--- src/rtl/seven_seg_scanner_if.sv ---
// Display-side bundle for seven_seg_scanner: segment inputs, scan controls and board drive.
interface seven_seg_scanner_if;
  logic       en;
  logic       load;
  logic [6:0] seg5;
  logic [6:0] seg4;
  logic [6:0] seg3;
  logic [6:0] seg2;
  logic [6:0] seg1;
  logic [6:0] seg0;
  logic [5:0] an;
  logic [6:0] seg_out;
  logic       frame_done;
  logic       busy;

  modport master (
    output en, load, seg5, seg4, seg3, seg2, seg1, seg0,
    input  an, seg_out, frame_done, busy
  );

  modport slave (
    input  en, load, seg5, seg4, seg3, seg2, seg1, seg0,
    output an, seg_out, frame_done, busy
  );
endinterface

--- src/rtl/seven_seg_scanner.sv ---
// Six-digit common-anode scanner with a frame-synchronous shadow buffer.
// Optional per-slot blanking gap is enabled by defining SCAN_BLANK_EN.
module seven_seg_scanner #(
  parameter int unsigned DIV   = 50000,
  parameter int unsigned BLANK = 1000
) (
  input  logic             clk,
  input  logic             rst_n,
  seven_seg_scanner_if.slave bus
);

  localparam int unsigned NDIG  = 6;
  localparam int unsigned SEG_W = 7;
  localparam int unsigned DIG_W = 3;
  localparam int unsigned CNT_W = (DIV > 2) ? $clog2(DIV) : 1;

  if (DIV < 2 || BLANK == 0 || BLANK >= DIV) begin : g_bad_param
    $error("seven_seg_scanner: illegal DIV/BLANK combination");
  end

  typedef enum logic {IDLE, SCAN} state_e;

  state_e                     state_q, state_d;
  logic [DIG_W-1:0]           digit_q, digit_d;
  logic [CNT_W-1:0]           cnt_q, cnt_d;
  logic                       pend_q, pend_d;
  logic [NDIG-1:0][SEG_W-1:0] shadow_q, shadow_d;
  logic [NDIG-1:0]            an_q, an_d;
  logic [SEG_W-1:0]           seg_q, seg_d;
  logic                       fd_q, fd_d;

  logic [NDIG-1:0][SEG_W-1:0] seg_in_c;
  logic                       last_cnt_c;
  logic                       boundary_c;
  logic                       drive_c;

  assign seg_in_c   = {bus.seg5, bus.seg4, bus.seg3, bus.seg2, bus.seg1, bus.seg0};
  assign last_cnt_c = (cnt_q == CNT_W'(DIV - 1));
  assign boundary_c = (state_q == SCAN) && bus.en &&
                      (digit_q == DIG_W'(NDIG - 1)) && last_cnt_c;

`ifdef SCAN_BLANK_EN
  assign drive_c = (state_q == SCAN) && (cnt_q >= CNT_W'(BLANK));
`else
  assign drive_c = (state_q == SCAN);
`endif

  always_ff @(posedge clk or negedge rst_n) begin
    if (!rst_n) begin
      state_q  <= IDLE;
      digit_q  <= '0;
      cnt_q    <= '0;
      pend_q   <= 1'b0;
      shadow_q <= '0;
      an_q     <= '1;
      seg_q    <= '1;
      fd_q     <= 1'b0;
    end else begin
      state_q  <= state_d;
      digit_q  <= digit_d;
      cnt_q    <= cnt_d;
      pend_q   <= pend_d;
      shadow_q <= shadow_d;
      an_q     <= an_d;
      seg_q    <= seg_d;
      fd_q     <= fd_d;
    end
  end

  always_comb begin
    state_d  = state_q;
    digit_d  = digit_q;
    cnt_d    = cnt_q;
    pend_d   = pend_q;
    shadow_d = shadow_q;
    an_d     = '1;
    seg_d    = '1;
    fd_d     = 1'b0;

    // Display drive reflects the current slot; registering gives the one-clock lag.
    if (drive_c) begin
      an_d  = ~(NDIG'(1) << digit_q);
      seg_d = ~shadow_q[digit_q];
    end

    unique case (state_q)
      IDLE: begin
        digit_d = '0;
        cnt_d   = '0;
        // A load left pending from SCAN is honoured here as well.
        if (bus.load || pend_q) begin
          shadow_d = seg_in_c;
        end
        pend_d = 1'b0;
        if (bus.en) begin
          state_d = SCAN;
        end
      end
      SCAN: begin
        if (!bus.en) begin
          state_d = IDLE;
          digit_d = '0;
          cnt_d   = '0;
          if (bus.load) begin
            pend_d = 1'b1;
          end
        end else begin
          if (last_cnt_c) begin
            cnt_d   = '0;
            digit_d = (digit_q == DIG_W'(NDIG - 1)) ? '0 : digit_q + DIG_W'(1);
          end else begin
            cnt_d = cnt_q + CNT_W'(1);
          end
          // Frame boundary: capture only here so a frame never mixes old and new digits.
          if (boundary_c) begin
            fd_d = 1'b1;
            if (bus.load || pend_q) begin
              shadow_d = seg_in_c;
            end
            pend_d = 1'b0;
          end else if (bus.load) begin
            pend_d = 1'b1;
          end
        end
      end
      default: state_d = IDLE;
    endcase
  end

  assign bus.an         = an_q;
  assign bus.seg_out    = seg_q;
  assign bus.frame_done = fd_q;
  assign bus.busy       = pend_q;

endmodule

--- src/flat_wrapper.sv ---
// flat-port wrapper written by rule: the top's interface ports become plain ports
module seven_seg_scanner_flat 
#(
  parameter int unsigned DIV   = 50000,
  parameter int unsigned BLANK = 1000
)
  (clk, rst_n, bus_en, bus_load, bus_seg5, bus_seg4, bus_seg3, bus_seg2, bus_seg1, bus_seg0, bus_an, bus_seg_out, bus_frame_done, bus_busy);
  seven_seg_scanner_if bus_i ();
  input  logic clk;
  input  logic rst_n;
  input wire logic [$bits(bus_i.en)-1:0] bus_en;
  input wire logic [$bits(bus_i.load)-1:0] bus_load;
  input wire logic [$bits(bus_i.seg5)-1:0] bus_seg5;
  input wire logic [$bits(bus_i.seg4)-1:0] bus_seg4;
  input wire logic [$bits(bus_i.seg3)-1:0] bus_seg3;
  input wire logic [$bits(bus_i.seg2)-1:0] bus_seg2;
  input wire logic [$bits(bus_i.seg1)-1:0] bus_seg1;
  input wire logic [$bits(bus_i.seg0)-1:0] bus_seg0;
  output wire logic [$bits(bus_i.an)-1:0] bus_an;
  output wire logic [$bits(bus_i.seg_out)-1:0] bus_seg_out;
  output wire logic [$bits(bus_i.frame_done)-1:0] bus_frame_done;
  output wire logic [$bits(bus_i.busy)-1:0] bus_busy;
  assign bus_i.en = bus_en;
  assign bus_i.load = bus_load;
  assign bus_i.seg5 = bus_seg5;
  assign bus_i.seg4 = bus_seg4;
  assign bus_i.seg3 = bus_seg3;
  assign bus_i.seg2 = bus_seg2;
  assign bus_i.seg1 = bus_seg1;
  assign bus_i.seg0 = bus_seg0;
  assign bus_an = bus_i.an;
  assign bus_seg_out = bus_i.seg_out;
  assign bus_frame_done = bus_i.frame_done;
  assign bus_busy = bus_i.busy;
  seven_seg_scanner #(.DIV(DIV), .BLANK(BLANK)) u_core (.clk(clk), .rst_n(rst_n), .bus(bus_i));
endmodule
--- config.mk ---
export PLATFORM = sky130hd
export DESIGN_NAME = seven_seg_scanner_flat
export DESIGN_NICKNAME = d
export VERILOG_FILES = /design/src/rtl/seven_seg_scanner_if.sv /design/src/rtl/seven_seg_scanner.sv /design/src/flat_wrapper.sv
export SDC_FILE = /design/constraint.sdc
export NUM_CORES = 1
export LEC_CHECK = 0
export CAP_MARGIN = 20
export CORE_MARGIN = 8
export CORE_UTILIZATION = 50
export CTS_CLUSTER_DIAMETER = 150
export DETAILED_ROUTE_END_ITERATION = 10
export GPL_TIMING_DRIVEN = 0
export PLACE_DENSITY_LB_ADDON = 0.2
export SETUP_SLACK_MARGIN = 0.5
export SYNTH_ARGS = -nofsm -noshare
export SYNTH_HDL_FRONTEND = slang
export SYNTH_SLANG_ARGS = --single-unit
--- constraint.sdc ---
create_clock -name clk -period 2.2 [get_ports clk]
set_clock_uncertainty 0.1 [all_clocks]
set_input_delay 0.44 -clock clk [delete_from_list [all_inputs] [get_ports clk]]
set_output_delay 0.44 -clock clk [all_outputs]
set_load 0.02 [all_outputs]
==> results of run 1 <==
## synthesized netlist by cell type, types with 2 or more instances
cell type	n
buf_2	7
nor4_1	6
nor3b_1	43
o311ai_1	42
buf_6	7
a221oi_2	5
a221oi_1	37
dfrtp_1	64
xnor2_1	14
o21ai_0	50
mux2i_1	7
dfstp_2	13
buf_4	2
a21oi_1	2
and2_1	43
nand3_1	8
clkbuf_1	35
nor2_1	23
mux4_2	7
ha_1	2
nor3_1	2
nand2_1	64
nand4_1	5
inv_1	6
and4bb_2	2
## path summary, 6_finish.rpt
path                                  start                    end  slack, ps  cells past startpoint
max in group asynchronous             rst_n  u_core.bus.seg_out[1]        860                      3
min reg2reg                 u_core.cnt_q[0]        u_core.cnt_q[0]        470                      2
min                                  bus_en         u_core.drive_c        390                      1
min in group asynchronous             rst_n       u_core.cnt_q[13]        490                      2
max                        u_core.cnt_q[10]    u_core.shadow_q[18]        310                      6
max reg2reg                u_core.cnt_q[10]    u_core.shadow_q[18]        310                      6
## flip-flops by register name, summed over array words and instances (netlist names)
register	count
u_core.bus.frame_done	1
u_core.bus.busy	1
u_core.shadow_q	42
u_core.cnt_q	16
u_core.bus.an	6
u_core.bus.seg_out	7
u_core.drive_c	1
u_core.digit_q	3
## report_power, final
group	switching, uW	leakage, uW	internal, uW
registers	114	0.000863	1530
logic	436	0.00149	417
clock network	586	0.0000961	481
total	1140	0.00244	2430
## layer usage
layer	track usage, %	vias to the layer above
met1	31.8	2451
met4	12.0	0
met2	37.4	276
met5	0	-
met3	4.60	49
li1	-	2133
## timing repair
action / 4_1_cts / 5_1_grt
buffers inserted: 17 / 3
pin swaps: 18 / 11
endpoints found under the setup margin: 85 / 67
endpoints found under the hold margin: 33 / 0
cloned: 9 / 1
hold buffers: 1 / 0
resized for setup: 158 / 83
## logic make-up (layout without fill, tap and decap cells)
group / count (synthesis) / count (layout)
buffers and inverters: 58 / 165
adder cells (fa/ha/maj): 2 / 2
multiplexers: 14 / 14
AO/OA/AOI/OAI: 137 / 137
flip-flops: 77 / 77
AND/OR/NAND/NOR: 204 / 205
XOR/XNOR: 15 / 15
## through the flow
step	hold slack [ps]	TNS [ps]	std cells	utilization [%]	setup slack, ps
finish	385	0	744	74.0	314
floorplan	44.4	0	507	-	490
CTS	366	0	740	69.9	379
global route	387	0	744	74.0	253
detailed placement	338	-7720	697	60.3	-332
global placement	405	-164100	696	60.0	-2490
## final cells by class
type,instances,area (um2)
well taps,129,161
multi-input cells,373,3170
clock buffers,11,151
plain buffers,51,440
repair buffers,91,926
clock inverters,5,42.5
flip-flops and latches,77,1950
inverters,7,30.0
fillers,618,2410
==> flow_metrics.py, run 1 <==
metrics = {
    "power_and_ir_drop": {
        "power.total_uw": 3570,
        "p_leak_uw": 0.00244,
        "p_per_area_mw_per_mm2": 519,
        "irDropWorstVdd_uv": 336,
    },
    "synthesis": {
        "synth-seq-cells": 77,
        "netlist_top_cells_area": "dfrtp_1 33%, o311ai_1 7.7%, dfstp_2 7.1%",
        "synth-xor-area-share_pct": 2.73,
        "avgSynthCellArea_um2": 9.48,
        "synth_top_flop_cell": "dfrtp_1",
        "synth_nets": 555,
        "synth-compound-area-share_pct": 21.6,
        "syn_inst": 507,
        "yosysWarningCount": 0,
        "synthSimpleGateAreaFrac_pct": 24.1,
        "muxShareOfSynthArea_pct": 4.74,
        "yosys.area.top_type": "dfrtp_1",
        "yosysSeqAreaShare_pct": 40.4,
        "synth_area_mm2": 0.00481,
        "synth_edf_count": 0,
        "synth_fa_ha_area_share_pct": 0.521,
        "synth_top_family_by_area": "simple AND/OR/NAND/NOR gates",
        "async_flop_share_pct": 100,
        "synthDistinctLibCells": 36,
        "synth_top_area_share_pct": 33.3,
    },
    "sta": {
        "worst_pin_slew_ps": 575,
        "fmax_ghz": 0.530,
        "fin_crit_ps": 1890,
        "hold_violations": 0,
        "slew_violations": 0,
        "fin_crit_sh_pct": 85.7,
        "slew_headroom_pct": 61.6,
        "rsz0062_at_grt": "true",
        "setup_viol": 0,
    },
    "routing": {
        "wl_met2_um": 8020,
        "wl_met1_um": 6700,
        "top_layer_used": "met4",
        "met3WireLength_um": 1250,
        "dr_total_vias": 4909,
        "viasPerCell": 6.60,
        "ant_nets": 0,
        "wl_um": 16600,
        "dr.pass1.iters": 5,
        "routedWlPerCell_um": 22.3,
        "drcViolationCount": 0,
        "detail_route.iter0.violations": 410,
    },
    "cts": {
        "htreeDepth": 3,
        "cts_buffer_depth": 2,
        "path_clk_slew_ps": 90,
        "cts_buffers": 9,
        "clock_latency_ps": 370,
        "root_buffer": "clkbuf_8",
        "clock_sinks": 77,
        "cts_tree": "yes",
    },
    "critical_path": {
        "slowest_stage": "dfrtp_2",
        "end_kind": "register",
        "cp-start-kind": "register",
        "crit_chain": "nor4b_4 -> buf_4 -> buf_12 -> nand4_4 -> clkbuf_8 -> o311ai_1",
        "critPathKind": "reg2reg",
        "crit_arrival_ps": 2040,
        "cp.required_ps": 2350,
        "max_stage_delay_ps": 440,
        "cp_num_buf_inv": 3,
        "crit_family": "buffers and inverters",
        "path_max_fanout": 5,
    },
    "grt": {
        "gr-total-overflow": 0,
        "grt_usage_pct": 24.2,
        "grt_pass1_wl_um": 25400,
        "antenna_found_initial": 0,
        "grt_max_degree": 45,
        "grt_pass1_vias": 4793,
    },
    "floorplan": {
        "start_util_pct": 51.8,
        "core_mm2": 0.00928,
        "ios": 61,
        "placementRows": 35,
        "fp.dieW_um": 114,
        "dieArea_mm2": 0.0130,
        "dieHeight_um": 114,
    },
    "placement": {
        "dpl.hpwl_um": 9860,
        "placed_cell_area_mm2": 0.00560,
        "io_buffers": 60,
        "place_congestion": 0.831,
    },
    "cells_and_area": {
        "area_delta_synth_final_pct": 43.0,
        "final_common_cell": "dfrtp_1",
        "layout.nets": 658,
        "drive_gt1_share_pct": 36.6,
        "finish.instance_area_mm2": 0.00687,
        "final_cell_mix": "61 x dfrtp_1, 50 x o21ai_0, 43 x and2_1, 43 x nor3b_1, 42 x clkdlybuf4s50_1",
        "antennaDiodeCount": 0,
    },
    "flow_run": {
        "cap_violations": 0,
    },
    "hold_path": {
        "hold_class": "in2reg",
    },
    "status": {
        "status": "finished clean",
    },
}
(Power assumes the default switching activity.)
==> run 2, diff against run 1 <==
--- a/config.mk
+++ b/config.mk
@@ -6,7 +6,7 @@
 export NUM_CORES = 1
 export LEC_CHECK = 0
 export CAP_MARGIN = 20
-export CORE_MARGIN = 8
+export CORE_MARGIN = 2
 export CORE_UTILIZATION = 50
 export CTS_CLUSTER_DIAMETER = 150
 export DETAILED_ROUTE_END_ITERATION = 10
==> flow_metrics.py, run 2 (synthesized netlist as in run 1, its figures left out) <==
metrics = {
    "power_and_ir_drop": {
        "p_per_area_mw_per_mm2": 538,
        "comb_power_share_pct": 23.3,
        "irDropWorstVdd_uv": 477,
        "p_int_uw": 2490,
        "p_switching_uw": 1160,
        "p_sw_share_pct": 31.8,
        "clkPwrFrac_pct": 31.4,
        "p_leak_uw": 0.00243,
        "pwr-share-seq_pct": 45.2,
    },
    "cells_and_area": {
        "area_delta_synth_final_pct": 41.0,
        "layout.nets": 655,
        "top_register": "u_core.shadow_q",
        "drive_gt1_share_pct": 32.8,
        "antennaDiodeCount": 0,
        "fillers": 650,
        "final_cells": 741,
        "final_common_cell": "dfrtp_1",
        "final_cell_mix": "60 x dfrtp_1, 50 x o21ai_0, 43 x and2_1, 43 x nor3b_1, 42 x clkdlybuf4s50_1",
        "largest_reg_flops": 42,
    },
    "floorplan": {
        "start_util_pct": 51.8,
        "core_mm2": 0.00928,
        "dieArea_mm2": 0.0104,
        "fp.dieW_um": 102,
        "placementRows": 35,
        "dieHeight_um": 102,
        "ios": 61,
    },
    "routing": {
        "drcViolationCount": 0,
        "detail_route.iter0.violations": 495,
        "routedWlPerCell_um": 21.2,
        "dr.pass1.iters": 5,
        "wl_um": 15700,
        "viasPerCell": 6.52,
        "ant_nets": 0,
        "dr_total_vias": 4832,
    },
    "sta": {
        "worst_pin_slew_ps": 717,
        "hold_violations": 0,
        "fin_crit_ps": 1890,
        "slew_violations": 0,
        "fin_crit_sh_pct": 85.8,
        "setup_viol": 0,
        "setup_tns_ps": 0,
        "slew_headroom_pct": 52.2,
        "fmax_ghz": 0.530,
        "rsz0062_at_grt": "true",
    },
    "cts": {
        "htreeDepth": 3,
        "cts_buffer_depth": 2,
        "root_buffer": "clkbuf_8",
        "clock_latency_ps": 370,
        "path_clk_slew_ps": 90,
        "cts_buffers": 9,
        "cts_tree": "yes",
        "clock_sinks": 77,
    },
    "flow_run": {
        "cap_violations": 0,
    },
    "grt": {
        "antenna_found_initial": 0,
        "gr-total-overflow": 0,
        "grt_max_degree": 45,
        "grt_usage_pct": 29.6,
        "grt_pass1_wl_um": 23800,
        "grt_pass1_vias": 4619,
    },
    "critical_path": {
        "path_max_fanout": 10,
        "cp_num_buf_inv": 2,
        "cp-start-kind": "register",
        "crit_arrival_ps": 2010,
        "cp.required_ps": 2320,
        "max_stage_delay_ps": 400,
        "critPathKind": "reg2reg",
        "slowest_stage": "dfrtp_1",
        "crit_family": "compound AO/OA/AOI/OAI gates",
        "crit_chain": "and2b_4 -> nand4_4 -> buf_8 -> buf_6 -> a221oi_2 -> o311ai_2",
        "end_kind": "register",
    },
    "status": {
        "status": "finished clean",
    },
    "placement": {
        "place_congestion": 0.863,
        "io_buffers": 60,
        "place_inst": 697,
        "dpl.hpwl_um": 9460,
    },
    "hold_path": {
        "hold_class": "in2reg",
    },
}
==> run 2: cell type report <==
class                           count  area, um2  area share [%]
Inverter                            7       26.3           0.388
Multi-Input combinational cell    373       3160            46.6
Sequential cell                    77       1950            28.8
Buffer                             51        432            6.37
Clock inverter                      6       71.3            1.05
Clock buffer                       10        128            1.88
Tap cell                          129        161            2.38
Timing Repair Buffer               88        852            12.6
==> run 2: worst paths after layout <==
path	start	to	slack, ps	cells past startpoint
worst max register to register	u_core.digit_q[1]	u_core.shadow_q[33]	310	6
worst max-delay path	u_core.digit_q[1]	u_core.shadow_q[33]	310	6
worst min register to register	u_core.shadow_q[4]	u_core.shadow_q[4]	460	2
worst min-delay path	bus_en	u_core.drive_c	380	1
min in group asynchronous	rst_n	u_core.cnt_q[13]	500	2
max in group asynchronous	rst_n	u_core.shadow_q[33]	900	3
==> run 2: routing by layer <==
metal  global-route usage, %  vias up  wire, um
li1                        -     2115         -
met1                    40.6     2399      6460
met2                    46.4      266      7660
met3                    5.81       52      1150
met4                    11.6        0       467
met5                       0        -         0
==> run 2: what timing repair did <==
| item | 4_1_cts | 5_1_grt |
|---|---|---|
| resized for setup | 137 | 81 |
| hold buffers | 1 | 0 |
| gates cloned | 5 | 1 |
| pin swaps | 10 | 6 |
| hold endpoints to repair | 28 | 0 |
| setup buffers | 16 | 5 |
| endpoints found under the setup margin | 85 | 67 |
==> run 2: worst register-to-register path, stage by stage (launching register included) <==
cell,delay (ps)
dfrtp_1,400
and2b_4,280
nand4_4,150
buf_8,190
buf_6,150
a221oi_2,300
o311ai_2,180
==> run 2: stage by stage <==
step                      util, %  setup WS, ps  power, uW  hold slack [ps]  cell area (um2)
after detailed placement     60.2          -332       2330              372             5590
after global routing         73.0           223       3770              378             6770
after floorplan                 -           490       2040             44.4             4810
after global placement       60.0         -2510       2300              404             5570
after CTS                    68.4           367       3490              358             6350
final                        73.0           313       3640              381             6770
==> run 2: power by group through the flow <==
stage	logic, uW	clock network [uW]	registers (uW)
floorplan	409	0	1630
global placement	645	0	1650
detailed placement	671	0	1660
CTS	730	1130	1630
global route	910	1210	1660
finish	849	1150	1650
==> variant (config.mk and constraints of run 1) <==
Add a define of `SCAN_BLANK_EN`.
--- a/src/rtl/seven_seg_scanner.sv
+++ b/src/rtl/seven_seg_scanner.sv
@@ -1,4 +1,6 @@
 // Six-digit common-anode scanner with a frame-synchronous shadow buffer.
 // Optional per-slot blanking gap is enabled by defining SCAN_BLANK_EN.
+`define SCAN_BLANK_EN
+
 module seven_seg_scanner #(
   parameter int unsigned DIV   = 50000,
Function: changed (a bounded check fails within 4 cycles, from zero or initial values and one cycle with rst_n low).
==> variant against run 1 <==
Final area down 13%. Worst setup slack worse by 0.52 ns. Sequential cell count unchanged. Wire length down 13%. Area after synthesis down 1.6%. Critical path depth down 1. The run now ends with negative setup slack left. Power down 7.6%.
==> variant: results (changes against run 1) <==
Placed Area 5533 µm² (was 5597 µm²); worst-case clock buffer depth 2 (unchanged); M1 WL 6388 µm (was 6697 µm); cts bufs inserted 9 (unchanged); post-synthesis net count 563 (was 555); initial DRC count 434 (was 410); Final setup viols 56 (was 0); crit path max fanout 10 (was 5); Worst Hold Class reg2reg (was in2reg); R2R depth 5 (was 6); Post-synth EDFFs 0 (unchanged); HPWL after DPL 9688 µm (was 9858 µm); Most used DFF post-synth dfrtp_1 (unchanged); final hold slack 0.4336 ns (was 0.3854 ns); slowest library cell on the worst path or4_4 (was dfrtp_2); via count 4706 (was 4909); Comb. pwr 0.677 mW (was 0.853 mW); Port Buffer Count 60 (unchanged); CP peak stage delay 0.55 ns (was 0.44 ns); failing checks negative setup slack; antenna violations before repair 0 (unchanged); register area share after synthesis 0.4111 (was 0.4043); Skew-Pair Late Insertion Delay 0.37 ns (about the same); worst r2r src u_core.cnt_q[13] (was u_core.cnt_q[10]); first-pass detailed-route iteration total 6 (was 5); Power Density 550.1 nW/µm² (was 519.2 nW/µm²); status finished, violations left (was finished, final reports clean); met2 wire len 6518 µm (was 8021 µm); end of the critical path u_core.shadow_q[22] (was u_core.shadow_q[18]); clk root buf clkbuf_8 (unchanged); top cells by area, synth dfrtp_1 34%, a221oi_1 7.8%, o311ai_1 7.8% (was dfrtp_1 33%, o311ai_1 7.7%, dfstp_2 7.1%); P_int 2.283 mW (was 2.431 mW); top cell family by delay on the critical path simple AND/OR/NAND/NOR gates (was buffers and inverters); Routed WL 14410 µm (was 16550 µm); first-pass GRT wire length 23690 µm (was 25410 µm); Nets 642 (was 658); RePlAce Congestion 0.8761 (was 0.8305); Crit Path Class reg2reg (unchanged); reg-to-reg endpoint u_core.shadow_q[22] (was u_core.shadow_q[18]); Synth cell types 35 (was 36); Core Area 9196 µm² (was 9284 µm²); Leak 2.071 nW (was 2.445 nW); synthesis warning total 0 (unchanged); Max IR drop VDD 0.3333 mV (was 0.3360 mV); Met3 Wirelength 1172 µm (was 1252 µm); Final Worst Setup Slack -0.2081 ns (was 0.3140 ns); diode count 0 (unchanged); fraction of layout cells with a size suffix above 1 0.2090 (was 0.3659); Min-Delay Startpoint u_core.cnt_q[0] (was bus_en); gr usage total 0.2270 (was 0.2422); Worst Path Arrival 2.56 ns (was 2.04 ns); pre-CTS WS -0.6254 ns (was -0.3320 ns); Rel. slew slack 0.5239 (was 0.6164); largest net degree at the start of global routing 46 (was 45); most common library cells after synthesis 64 x dfrtp_1, 63 x nand2_1, 50 x o21ai_0, 43 x nor3b_1 (was 64 x dfrtp_1, 64 x nand2_1, 50 x o21ai_0, 43 x and2_1, 43 x nor3b_1); P_clk 1.02 mW (was 1.07 mW)
## variant: cell count changes in the layout (fill, tap and decap cells not counted), sizes merged, moves of 2 or more
cell / delta
nor4: -4
or4: +3
clkdlybuf4s15: -6
buf: -18
xor2: +4
and4bb: -2
xnor2: -5
clkdlybuf4s50: +2
## variant: repair_timing
item | in CTS | in global routing
setup endpoints to repair | 87 | 84
pin swaps | 1 | 1
gates cloned | 1 | 0
buffers inserted | 4 | 1
hold buffers | 1 | 0
endpoints found under the hold margin | 32 | 0
resized for setup | 82 | 38
## variant: cell families (layout without fill, tap and decap cells)
group,after synthesis,after routing,share of synthesized area
adder cells (fa/ha/maj),3,3,0.007942
AND/OR/NAND/NOR,206,206,0.2393
XOR/XNOR,14,14,0.02594
AO/OA/AOI/OAI,139,139,0.2157
buffers and inverters,61,145,0.05188
flip-flops,77,77,0.4111
multiplexers,14,14,0.04817
## variant: per-stage QoR
step,TNS [ns],cells
6_report,-7.213,709
5_1_grt,-10.70,709
3_3_place_gp,-182.35,685
4_1_cts,-7.020,708
3_5_place_dp,-24.80,686
2_1_floorplan,-1.144,514
## variant: area by class of cell
class	count	area [µm²]
Clock buffer	10	137.6
Timing Repair Buffer	68	640.6
Inverter	8	30.03
Multi-Input combinational cell	376	2769
Buffer	53	290.3
Fill cell	772	3207
Tap cell	111	138.9
Clock inverter	6	38.79
Sequential cell	77	1944
## variant: worst min path at each step
stage / to / depth (start not counted)
global route: u_core.cnt_q[0] / 1
finish: u_core.cnt_q[0] / 1
floorplan: u_core.bus.busy / 0
detailed placement: u_core.shadow_q[4] / 1
CTS: u_core.cnt_q[0] / 1
global placement: u_core.cnt_q[0] / 1
## variant: per-layer routing
metal,global-route usage,vias to the layer above
li1,-,2095
met1,0.3156,2334
met2,0.3393,242
met3,0.05059,35
met4,0.07815,0
met5,0,-
